===== config.mk =====
export PLATFORM = sky130hd
export DESIGN_NAME = key_input_port
export DESIGN_NICKNAME = d
export VERILOG_FILES = /design/src/rtl/key_input_pkg.sv /design/src/rtl/key_debouncer.sv /design/src/rtl/key_input_port.sv
export SDC_FILE = /design/constraint.sdc
export NUM_CORES = 1
export LEC_CHECK = 0
export CAP_MARGIN = 20
export CORE_UTILIZATION = 25
export DETAILED_ROUTE_END_ITERATION = 10
export RECOVER_POWER = 50
export SYNTH_ARGS = -nofsm -noshare
export SYNTH_HDL_FRONTEND = slang
export SYNTH_SLANG_ARGS = --single-unit

===== constraint.sdc =====
create_clock -name clock -period 2.25 [get_ports clock]
set_input_delay 0.45 -clock clock [delete_from_list [all_inputs] [get_ports clock]]
set_output_delay 0.45 -clock clock [all_outputs]
set_load 0.01 [all_outputs]

===== src/rtl/key_input_pkg.sv =====
// Shared constants and read-word layout for the key/switch input port.
package key_input_pkg;

    localparam int unsigned KEY_COUNT = 4;
    localparam int unsigned SW_COUNT  = 8;
    localparam int unsigned READ_W    = 16;

    localparam int unsigned SW_LSB    = 0;
    localparam int unsigned LEVEL_LSB = 8;
    localparam int unsigned EDGE_LSB  = 12;

    typedef struct packed {
        logic [KEY_COUNT-1:0] edge_capture;
        logic [KEY_COUNT-1:0] key_level;
        logic [SW_COUNT-1:0]  switch_sync;
    } read_word_t;

    // Flatten the read word onto the bus using the documented field offsets.
    function automatic logic [READ_W-1:0] pack_read_word(input read_word_t w);
        logic [READ_W-1:0] v;
        v = '0;
        v[SW_LSB    +: SW_COUNT]  = w.switch_sync;
        v[LEVEL_LSB +: KEY_COUNT] = w.key_level;
        v[EDGE_LSB  +: KEY_COUNT] = w.edge_capture;
        return v;
    endfunction

endpackage


===== src/rtl/key_debouncer.sv =====
// Per-key debouncer: accepts a new level after DEBOUNCE_CYCLES consecutive disagreeing samples.
// With KEY_INPUT_RELEASE_EDGE_EN defined it also emits a release (fall) pulse.
module key_debouncer
    import key_input_pkg::*;
#(
    parameter int unsigned DEBOUNCE_CYCLES = 50000
) (
    input  logic clock,
    input  logic reset,
    input  logic synced,
    output logic stable,
    output logic rise
`ifdef KEY_INPUT_RELEASE_EDGE_EN
    ,
    output logic fall
`endif
);

    localparam int unsigned CNT_W = $clog2(DEBOUNCE_CYCLES);
    localparam logic [CNT_W-1:0] CNT_LAST = CNT_W'(DEBOUNCE_CYCLES - 1);

    logic [CNT_W-1:0] cnt;
    logic             accept;

    assign accept = (synced != stable) && (cnt == CNT_LAST);

    // Any sample agreeing with the stable level restarts the count.
    always_ff @(posedge clock) begin
        if (reset) begin
            stable <= 1'b0;
            cnt    <= '0;
            rise   <= 1'b0;
        end else begin
            rise <= accept & synced;
            if (synced == stable) begin
                cnt <= '0;
            end else if (accept) begin
                stable <= synced;
                cnt    <= '0;
            end else begin
                cnt <= cnt + CNT_W'(1);
            end
        end
    end

`ifdef KEY_INPUT_RELEASE_EDGE_EN
    always_ff @(posedge clock) begin
        if (reset) begin
            fall <= 1'b0;
        end else begin
            fall <= accept & ~synced;
        end
    end
`endif

endmodule


===== src/rtl/key_input_port.sv =====
// Memory-mapped pushbutton/switch input port with debounced, read-cleared key edge capture.
// Define KEY_INPUT_RELEASE_EDGE_EN to capture release edges as well as presses.
module key_input_port
    import key_input_pkg::*;
#(
    parameter int unsigned DEBOUNCE_CYCLES = 50000
) (
    input  logic                 clock,
    input  logic                 reset,
    input  logic [KEY_COUNT-1:0] key_n,
    input  logic [SW_COUNT-1:0]  switches,
    input  logic                 read_enable,
    output logic [READ_W-1:0]    read_data,
    output logic                 read_valid,
    output logic                 key_pressed
);

    logic [KEY_COUNT-1:0] key_meta;
    logic [KEY_COUNT-1:0] key_sync;
    logic [KEY_COUNT-1:0] key_synced;
    logic [KEY_COUNT-1:0] key_level;
    logic [KEY_COUNT-1:0] key_rise;
    logic [KEY_COUNT-1:0] edge_set;
    logic [KEY_COUNT-1:0] edge_capture;
    logic [KEY_COUNT-1:0] edge_next;
    logic [SW_COUNT-1:0]  sw_meta;
    logic [SW_COUNT-1:0]  switch_sync;
    read_word_t           snapshot;

`ifdef KEY_INPUT_RELEASE_EDGE_EN
    logic [KEY_COUNT-1:0] key_fall;
`endif

    // Two-flop synchronisers; keys reset to the released (high) state so reset never fakes a press.
    always_ff @(posedge clock) begin
        if (reset) begin
            key_meta    <= '1;
            key_sync    <= '1;
            sw_meta     <= '0;
            switch_sync <= '0;
        end else begin
            key_meta    <= key_n;
            key_sync    <= key_meta;
            sw_meta     <= switches;
            switch_sync <= sw_meta;
        end
    end

    assign key_synced = ~key_sync;

    for (genvar i = 0; i < int'(KEY_COUNT); i++) begin : g_key
        key_debouncer #(
            .DEBOUNCE_CYCLES(DEBOUNCE_CYCLES)
        ) u_debouncer (
            .clock  (clock),
            .reset  (reset),
            .synced (key_synced[i]),
            .stable (key_level[i]),
            .rise   (key_rise[i])
`ifdef KEY_INPUT_RELEASE_EDGE_EN
            ,
            .fall   (key_fall[i])
`endif
        );
    end

`ifdef KEY_INPUT_RELEASE_EDGE_EN
    assign edge_set = key_rise | key_fall;
`else
    assign edge_set = key_rise;
`endif

    // Read clears only the bits it reported; an edge landing in the read cycle survives.
    always_comb begin
        snapshot.edge_capture = edge_capture;
        snapshot.key_level    = key_level;
        snapshot.switch_sync  = switch_sync;
        edge_next = edge_capture | edge_set;
        if (read_enable) begin
            edge_next = (edge_capture & ~snapshot.edge_capture) | edge_set;
        end
    end

    always_ff @(posedge clock) begin
        if (reset) begin
            edge_capture <= '0;
            key_pressed  <= 1'b0;
            read_data    <= '0;
            read_valid   <= 1'b0;
        end else begin
            edge_capture <= edge_next;
            key_pressed  <= |edge_next;
            read_valid   <= read_enable;
            if (read_enable) begin
                read_data <= pack_read_word(snapshot);
            end
        end
    end

endmodule

==> flow_metrics.py, run 1 <==
metrics = {
    "run_status": {
        "status": "finished, final reports clean",
    },
    "detailed_routing": {
        "wl_per_cell_um": 10.8,
        "num_vias": 3227,
        "drt-pass1-iter-count": 4,
        "vias_per_cell": 4.29,
        "ant_nets": 0,
        "route.detailed.drc": 0,
        "wirelength_um": 8120,
        "drt_iter0_markers": 132,
    },
    "placed_design": {
        "gp_congestion": 0.802,
        "pre_cts_slack_ns": 0.394,
        "postPlaceCellArea_um2": 5100,
        "dp.final_hpwl_um": 5590,
        "placed_cells": 723,
        "port_buffers": 32,
    },
    "yosys": {
        "yosysWarningCount": 0,
        "netlist_area_um2": 4520,
        "ys_ff_latch": 118,
        "syn_area_per_cell_um2": 9.55,
        "syn_nets": 492,
        "synthCells": 473,
        "synth_cell_type_count": 34,
        "ys_seq_area_frac": 0.523,
    },
    "grt": {
        "met3_usage": 0.0324,
        "grt_max_degree": 33,
        "grtUsageMet2": 0.155,
        "top_usage_layer": "met2",
        "first_global_vias": 3127,
        "grt_usage": 0.0967,
        "grt_pass1_wl_um": 14000,
        "antenna_found_initial": 0,
        "gr-total-overflow": 0,
        "grtUsageMet1": 0.109,
    },
    "power_and_ir_drop": {
        "ir_drop_mv": 0.469,
        "power-per-cell-area_nw_per_um2": 814,
        "p_leak_nw": 1.83,
        "power.total_mw": 4.56,
    },
    "sta": {
        "timing.slew.headroom": 0.218,
        "final.setup_skew_ns": 0.00410,
        "final.period_utilization": 0.827,
        "setup_viol": 0,
        "fmax_mhz": 537,
        "final-hold-violation-count": 0,
        "rsz0062_at_grt": "no",
        "setup_slack_ns": 0.389,
        "period_minus_slack_ns": 1.86,
        "report.final.slew_viol_count": 0,
        "worst_pin_slew_ns": 1.17,
        "finalSetupTns_ns": 0,
    },
    "final_layout": {
        "stdcell_count": 752,
        "area_growth_syn_to_layout_pct": 24.1,
        "final_design_area_no_fill_um2": 5610,
        "drive_gt1_frac": 0.110,
        "antenna-diode-count": 0,
        "num-nets-final": 536,
    },
    "clock_network": {
        "clock_latency_ns": 0.41,
        "clk_transition_reported_paths_ns": 0.05,
        "post_cts_buffers": 0,
        "post_cts_resized": 0,
        "cts-buffers-inserted": 17,
        "clock_sinks": 118,
        "cts_buffer_depth": 2,
        "holdBufCountCts": 0,
        "cts_htree_levels": 4,
        "cts_tree": "done",
        "cts_root_buf": "clkbuf_16",
    },
    "floorplanning": {
        "die_area_um2": 18600,
        "core_area_um2": 17500,
        "die_y_um": 136,
        "die_x_um": 136,
        "ios": 33,
        "initial_utilization": 0.259,
        "fp-row-count": 48,
    },
    "job": {
        "drv_cap": 0,
    },
    "critical_path": {
        "crit_required_ns": 2.54,
        "crit_arrival_ns": 2.15,
        "cp-end-kind": "register",
        "setup.worst_path.start_class": "register",
        "critPathKind": "reg -> reg",
        "crit_fanout": 15,
    },
    "worst_hold_path": {
        "hp-class": "reg -> reg",
    },
}
[Yosys cell counts]
cell / count / area (µm²)
nor2b_1: 16 / 100
nor2_2: 10 / 62.6
or2_2: 13 / 81.3
mux2i_1: 16 / 160
nand2b_1: 1 / 6.26
xnor2_1: 49 / 429
and3_1: 5 / 31.3
nor2_1: 86 / 323
nand4_2: 1 / 12.5
nor4bb_1: 6 / 60.1
a21oi_1: 11 / 55.1
nor4b_1: 3 / 26.3
and3b_1: 1 / 8.76
nand3b_1: 1 / 7.51
o41ai_1: 2 / 17.5
xor2_1: 9 / 78.8
nand2_1: 18 / 67.6
buf_2: 4 / 20.0
nor3_1: 17 / 85.1
and2_1: 1 / 6.26
nand3_1: 20 / 100
ha_1: 4 / 50.1
nand4b_1: 2 / 17.5
buf_6: 1 / 11.3
nand4_1: 12 / 75.1
or4_4: 1 / 11.3
buf_1: 1 / 3.75
clkbuf_1: 6 / 22.5
nor4_1: 21 / 131
nand3_4: 1 / 17.5
o21ai_4: 1 / 16.3
inv_1: 14 / 52.6
or3b_1: 1 / 8.76
dfxtp_1: 118 / 2360
[power by group]
| part | leakage [nW] | internal [mW] | switching (mW) | total (mW) |
|---|---|---|---|---|
| Clock | 0.261 | 1.49 | 0.843 | 2.33 |
| Sequential | 0.957 | 2.12 | 0.00991 | 2.13 |
| Combinational | 0.615 | 0.0506 | 0.0490 | 0.0996 |
| Total | 1.83 | 3.66 | 0.902 | 4.56 |
[stage by stage]
step	utilization	hold WS (ns)
finish	0.321	0.408
floorplan	-	0.389
detailed placement	0.292	0.398
global route	0.321	0.430
CTS	0.321	0.414
global placement	0.292	0.399
[placed cells by master (no fill, tap or decap), types with 2 or more instances in the layout]
master           instances
a21oi_1                 11
and3_1                   5
buf_4                    3
clkbuf_1                 4
clkbuf_16               17
clkbuf_2                 2
clkbuf_8                 4
clkdlybuf4s50_1         21
clkinv_2                 5
dfxtp_1                118
dlygate4sd3_1           10
ha_1                     4
inv_1                   14
mux2i_1                 16
nand2_1                 18
nand3_1                 20
nand4_1                 12
nand4b_1                 2
nor2_1                  86
nor2_2                  10
nor2b_1                 16
nor3_1                  17
nor4_1                  21
nor4b_1                  3
nor4bb_1                 6
o41ai_1                  2
or2_2                   13
xnor2_1                 49
xor2_1                   9
[area by class of cell]
type                            count  area, µm²
Fill cell                        1756      11900
Sequential cell                   118       2360
Multi-Input combinational cell    329       2050
Clock buffer                       24        492
Timing Repair Buffer               37        347
Tap cell                          225        282
Inverter                           14       52.6
Clock inverter                      5       25.0
[layer usage]
metal / vias up / share of wire
li1: 1676 / -
met1: 1490 / 0.48
met2: 40 / 0.47
met3: 21 / 0.028
met4: 0 / 0.025
met5: - / 0
[worst paths after layout]
| path | from | end | slack [ns] | cells after the start |
|---|---|---|---|---|
| worst max-delay path | g_key[3].u_debouncer.cnt[0]$_SDFF_PP0_ | g_key[3].u_debouncer.cnt[12]$_SDFF_PP0_ | 0.39 | 6 |
| worst min-delay path | key_meta[3]$_SDFF_PP1_ | key_sync[3]$_SDFF_PP1_ | 0.41 | 1 |
| worst max register to register | g_key[3].u_debouncer.cnt[0]$_SDFF_PP0_ | g_key[3].u_debouncer.cnt[12]$_SDFF_PP0_ | 0.39 | 6 |
| worst min register to register | key_meta[3]$_SDFF_PP1_ | key_sync[3]$_SDFF_PP1_ | 0.41 | 1 |
[flip-flops by register name, summed over array words and instances, names as in the netlist, 4 cells and up]
| name | cells |
|---|---|
| edge_capture | 4 |
| g_key.u_debouncer.cnt | 64 |
| g_key.u_debouncer.rise | 4 |
| g_key.u_debouncer.stable | 4 |
| key_meta | 4 |
| key_sync | 4 |
| read_data | 16 |
| sw_meta | 8 |
| switch_sync | 8 |
[logic make-up (layout without fill, tap and decap cells)]
kind of cell | after synthesis | in the layout | synth area share
and+or+nand+nor | 237 | 237 | 0.274
buffers and inverters | 26 | 80 | 0.0244
xor gates and xnor gates | 58 | 58 | 0.112
muxes | 16 | 16 | 0.0354
AOI/OAI and AO/OA | 14 | 14 | 0.0197
adders and majority gates | 4 | 4 | 0.0111
DFF | 118 | 118 | 0.523
[critical path: stages (launching register included)]
cell and delay, ns:
dfxtp_1 0.38, ha_1 0.24, nand3_4 0.14, or4_4 0.52, o21ai_4 0.12, buf_4 0.25, nor2_1 0.08
No activity file was read; power rests on OpenSTA's default activity.
==> run 2: changes to the inputs <==
==> constraint.sdc (replaced) <==
create_clock -name clock -period 1.7 [get_ports clock]
set_input_delay 0.34 -clock clock [delete_from_list [all_inputs] [get_ports clock]]
set_output_delay 0.34 -clock clock [all_outputs]
set_load 0.01 [all_outputs]
==> flow_metrics.py, run 2 (synthesis gave the netlist of run 1 again) <==
metrics = {
    "final_layout": {
        "top_regs": "g_key.u_debouncer.cnt (64), read_data (16)",
        "num-nets-final": 552,
        "fillers": 1752,
        "largest_register_ff_count": 64,
        "layout_commonest_cell": "dfxtp_1",
        "antenna-diode-count": 0,
        "regMostFlops": "g_key.u_debouncer.cnt",
        "drive_gt1_frac": 0.158,
        "layout_common_cells": "dfxtp_1, nor2_1, xnor2_1",
        "stdcell_count": 771,
        "area_growth_syn_to_layout_pct": 31.4,
    },
    "job": {
        "drv_cap": 0,
    },
    "power_and_ir_drop": {
        "switching_power_mw": 1.39,
        "p_int_mw": 5.53,
        "seqPwrFrac": 0.407,
        "power_frac_clock": 0.572,
        "p_leak_nw": 1.95,
        "power-per-cell-area_nw_per_um2": 1170,
        "sw_frac_of_total": 0.201,
        "ir_drop_mv": 0.679,
        "p_comb_frac": 0.022,
        "power.total_mw": 6.92,
    },
    "detailed_routing": {
        "ant_nets": 0,
        "wirelength_um": 8720,
        "num_vias": 3358,
        "route.detailed.drc": 0,
        "drt_iter0_markers": 170,
        "vias_per_cell": 4.36,
        "wl_per_cell_um": 11.3,
        "drt-pass1-iter-count": 4,
    },
    "floorplanning": {
        "core_area_um2": 17500,
        "fp-row-count": 48,
        "die_x_um": 136,
        "die_y_um": 136,
        "die_area_um2": 18600,
        "ios": 33,
        "initial_utilization": 0.259,
    },
    "critical_path": {
        "cp-end-kind": "register",
        "crit_fanout": 7,
        "setup.worst_path.start_class": "register",
        "crit_required_ns": 2.00,
        "critPathKind": "reg -> reg",
        "crit_arrival_ns": 1.96,
    },
    "sta": {
        "fmax_mhz": 604,
        "holdWs_ns": 0.405,
        "setup_viol": 0,
        "timing.slew.headroom": 0.454,
        "report.final.slew_viol_count": 0,
        "final-hold-violation-count": 0,
        "final.setup_skew_ns": 0.00709,
        "period_minus_slack_ns": 1.65,
        "final.period_utilization": 0.973,
        "worst_pin_slew_ns": 0.819,
    },
    "grt": {
        "grt_max_degree": 30,
        "first_global_vias": 3300,
        "grt_pass1_wl_um": 14900,
        "antenna_found_initial": 0,
        "grt_usage": 0.103,
        "gr-total-overflow": 0,
    },
    "placed_design": {
        "dp.final_hpwl_um": 5890,
        "port_buffers": 32,
        "placed_cells": 735,
        "gp_congestion": 0.774,
    },
    "clock_network": {
        "clk_transition_reported_paths_ns": 0.06,
        "cts-buffers-inserted": 17,
        "cts_tree": "done",
        "clock_sinks": 118,
        "cts_buffer_depth": 2,
        "cts_htree_levels": 4,
        "clock_latency_ns": 0.42,
        "cts_root_buf": "clkbuf_16",
    },
    "worst_hold_path": {
        "hp-class": "reg -> reg",
    },
    "run_status": {
        "status": "finished, final reports clean",
    },
}
[run 2: cell types whose count changed in the layout (fill, tap and decap cells not counted), sizes merged]
cell,before,now
clkbuf,27,29
bufinv,0,5
clkdlybuf4s50,21,29
dlygate4sd3,10,1
clkinvlp,0,3
inv,14,17
buf,3,12
clkinv,5,3
[run 2: stage by stage]
| stage | instance area, µm² | setup TNS [ns] | setup WS (ns) | util |
|---|---|---|---|---|
| finish | 5940 | 0 | 0.0452 | 0.340 |
| floorplan | 4530 | 0 | 0.00147 | - |
| detailed placement | 5240 | 0 | 0.0303 | 0.300 |
| global placement | 5240 | 0 | 0.0778 | 0.300 |
| global route | 5940 | -0.00525 | -0.00344 | 0.340 |
| CTS | 5900 | 0 | 0.0160 | 0.338 |
[run 2: critical path, cell delays in order, from the launching register on]
cell and delay [ns]:
dfxtp_4 0.36, ha_4 0.14, nand3_4 0.07, or4_4 0.51, o21ai_4 0.22, clkbuf_16 0.20, nor2_2 0.04
[run 2: timing repair]
action,in CTS,in global routing
hold buffers,0,0
gates resized for setup,0,9
hold endpoints to repair,0,0
setup buffers,0,3
endpoints found under the setup margin,0,42
[run 2: power by group through the flow]
stage / Combinational [mW] / Clock [mW] / Sequential (mW)
floorplan: 0.0765 / 0 / 2.88
global placement: 0.154 / 0 / 2.87
detailed placement: 0.156 / 0 / 2.87
CTS: 0.158 / 4.03 / 2.82
global route: 0.164 / 4.18 / 2.82
finish: 0.149 / 3.96 / 2.81
[run 2: path summary, 6_finish.rpt]
path / startpoint / endpoint / slack (ns) / cells after the start
max: g_key[3].u_debouncer.cnt[1]$_SDFF_PP0_ / g_key[3].u_debouncer.cnt[10]$_SDFF_PP0_ / 0.05 / 6
min: key_meta[0]$_SDFF_PP1_ / key_sync[0]$_SDFF_PP1_ / 0.40 / 1
max reg2reg: g_key[3].u_debouncer.cnt[1]$_SDFF_PP0_ / g_key[3].u_debouncer.cnt[10]$_SDFF_PP0_ / 0.05 / 6
min reg2reg: key_meta[0]$_SDFF_PP1_ / key_sync[0]$_SDFF_PP1_ / 0.40 / 1
[run 2: routing by layer]
metal  part of all wire  vias to the layer above  track usage
met3              0.028                       14       0.0336
met5                  0                        -            0
li1                   -                     1714            -
met4              0.017                        0       0.0611
met2               0.45                       47        0.159
met1               0.50                     1583        0.125
[run 2: area by class of cell]
type,count,area [µm²],area share
sequential,118,2370,0.399
clock inverter,14,221,0.0373
inverter,14,52.6,0.00885
clock buffer,18,439,0.0740
multi-input combinational,329,2100,0.353
timing repair buffer,53,477,0.0803
tap,225,282,0.0474
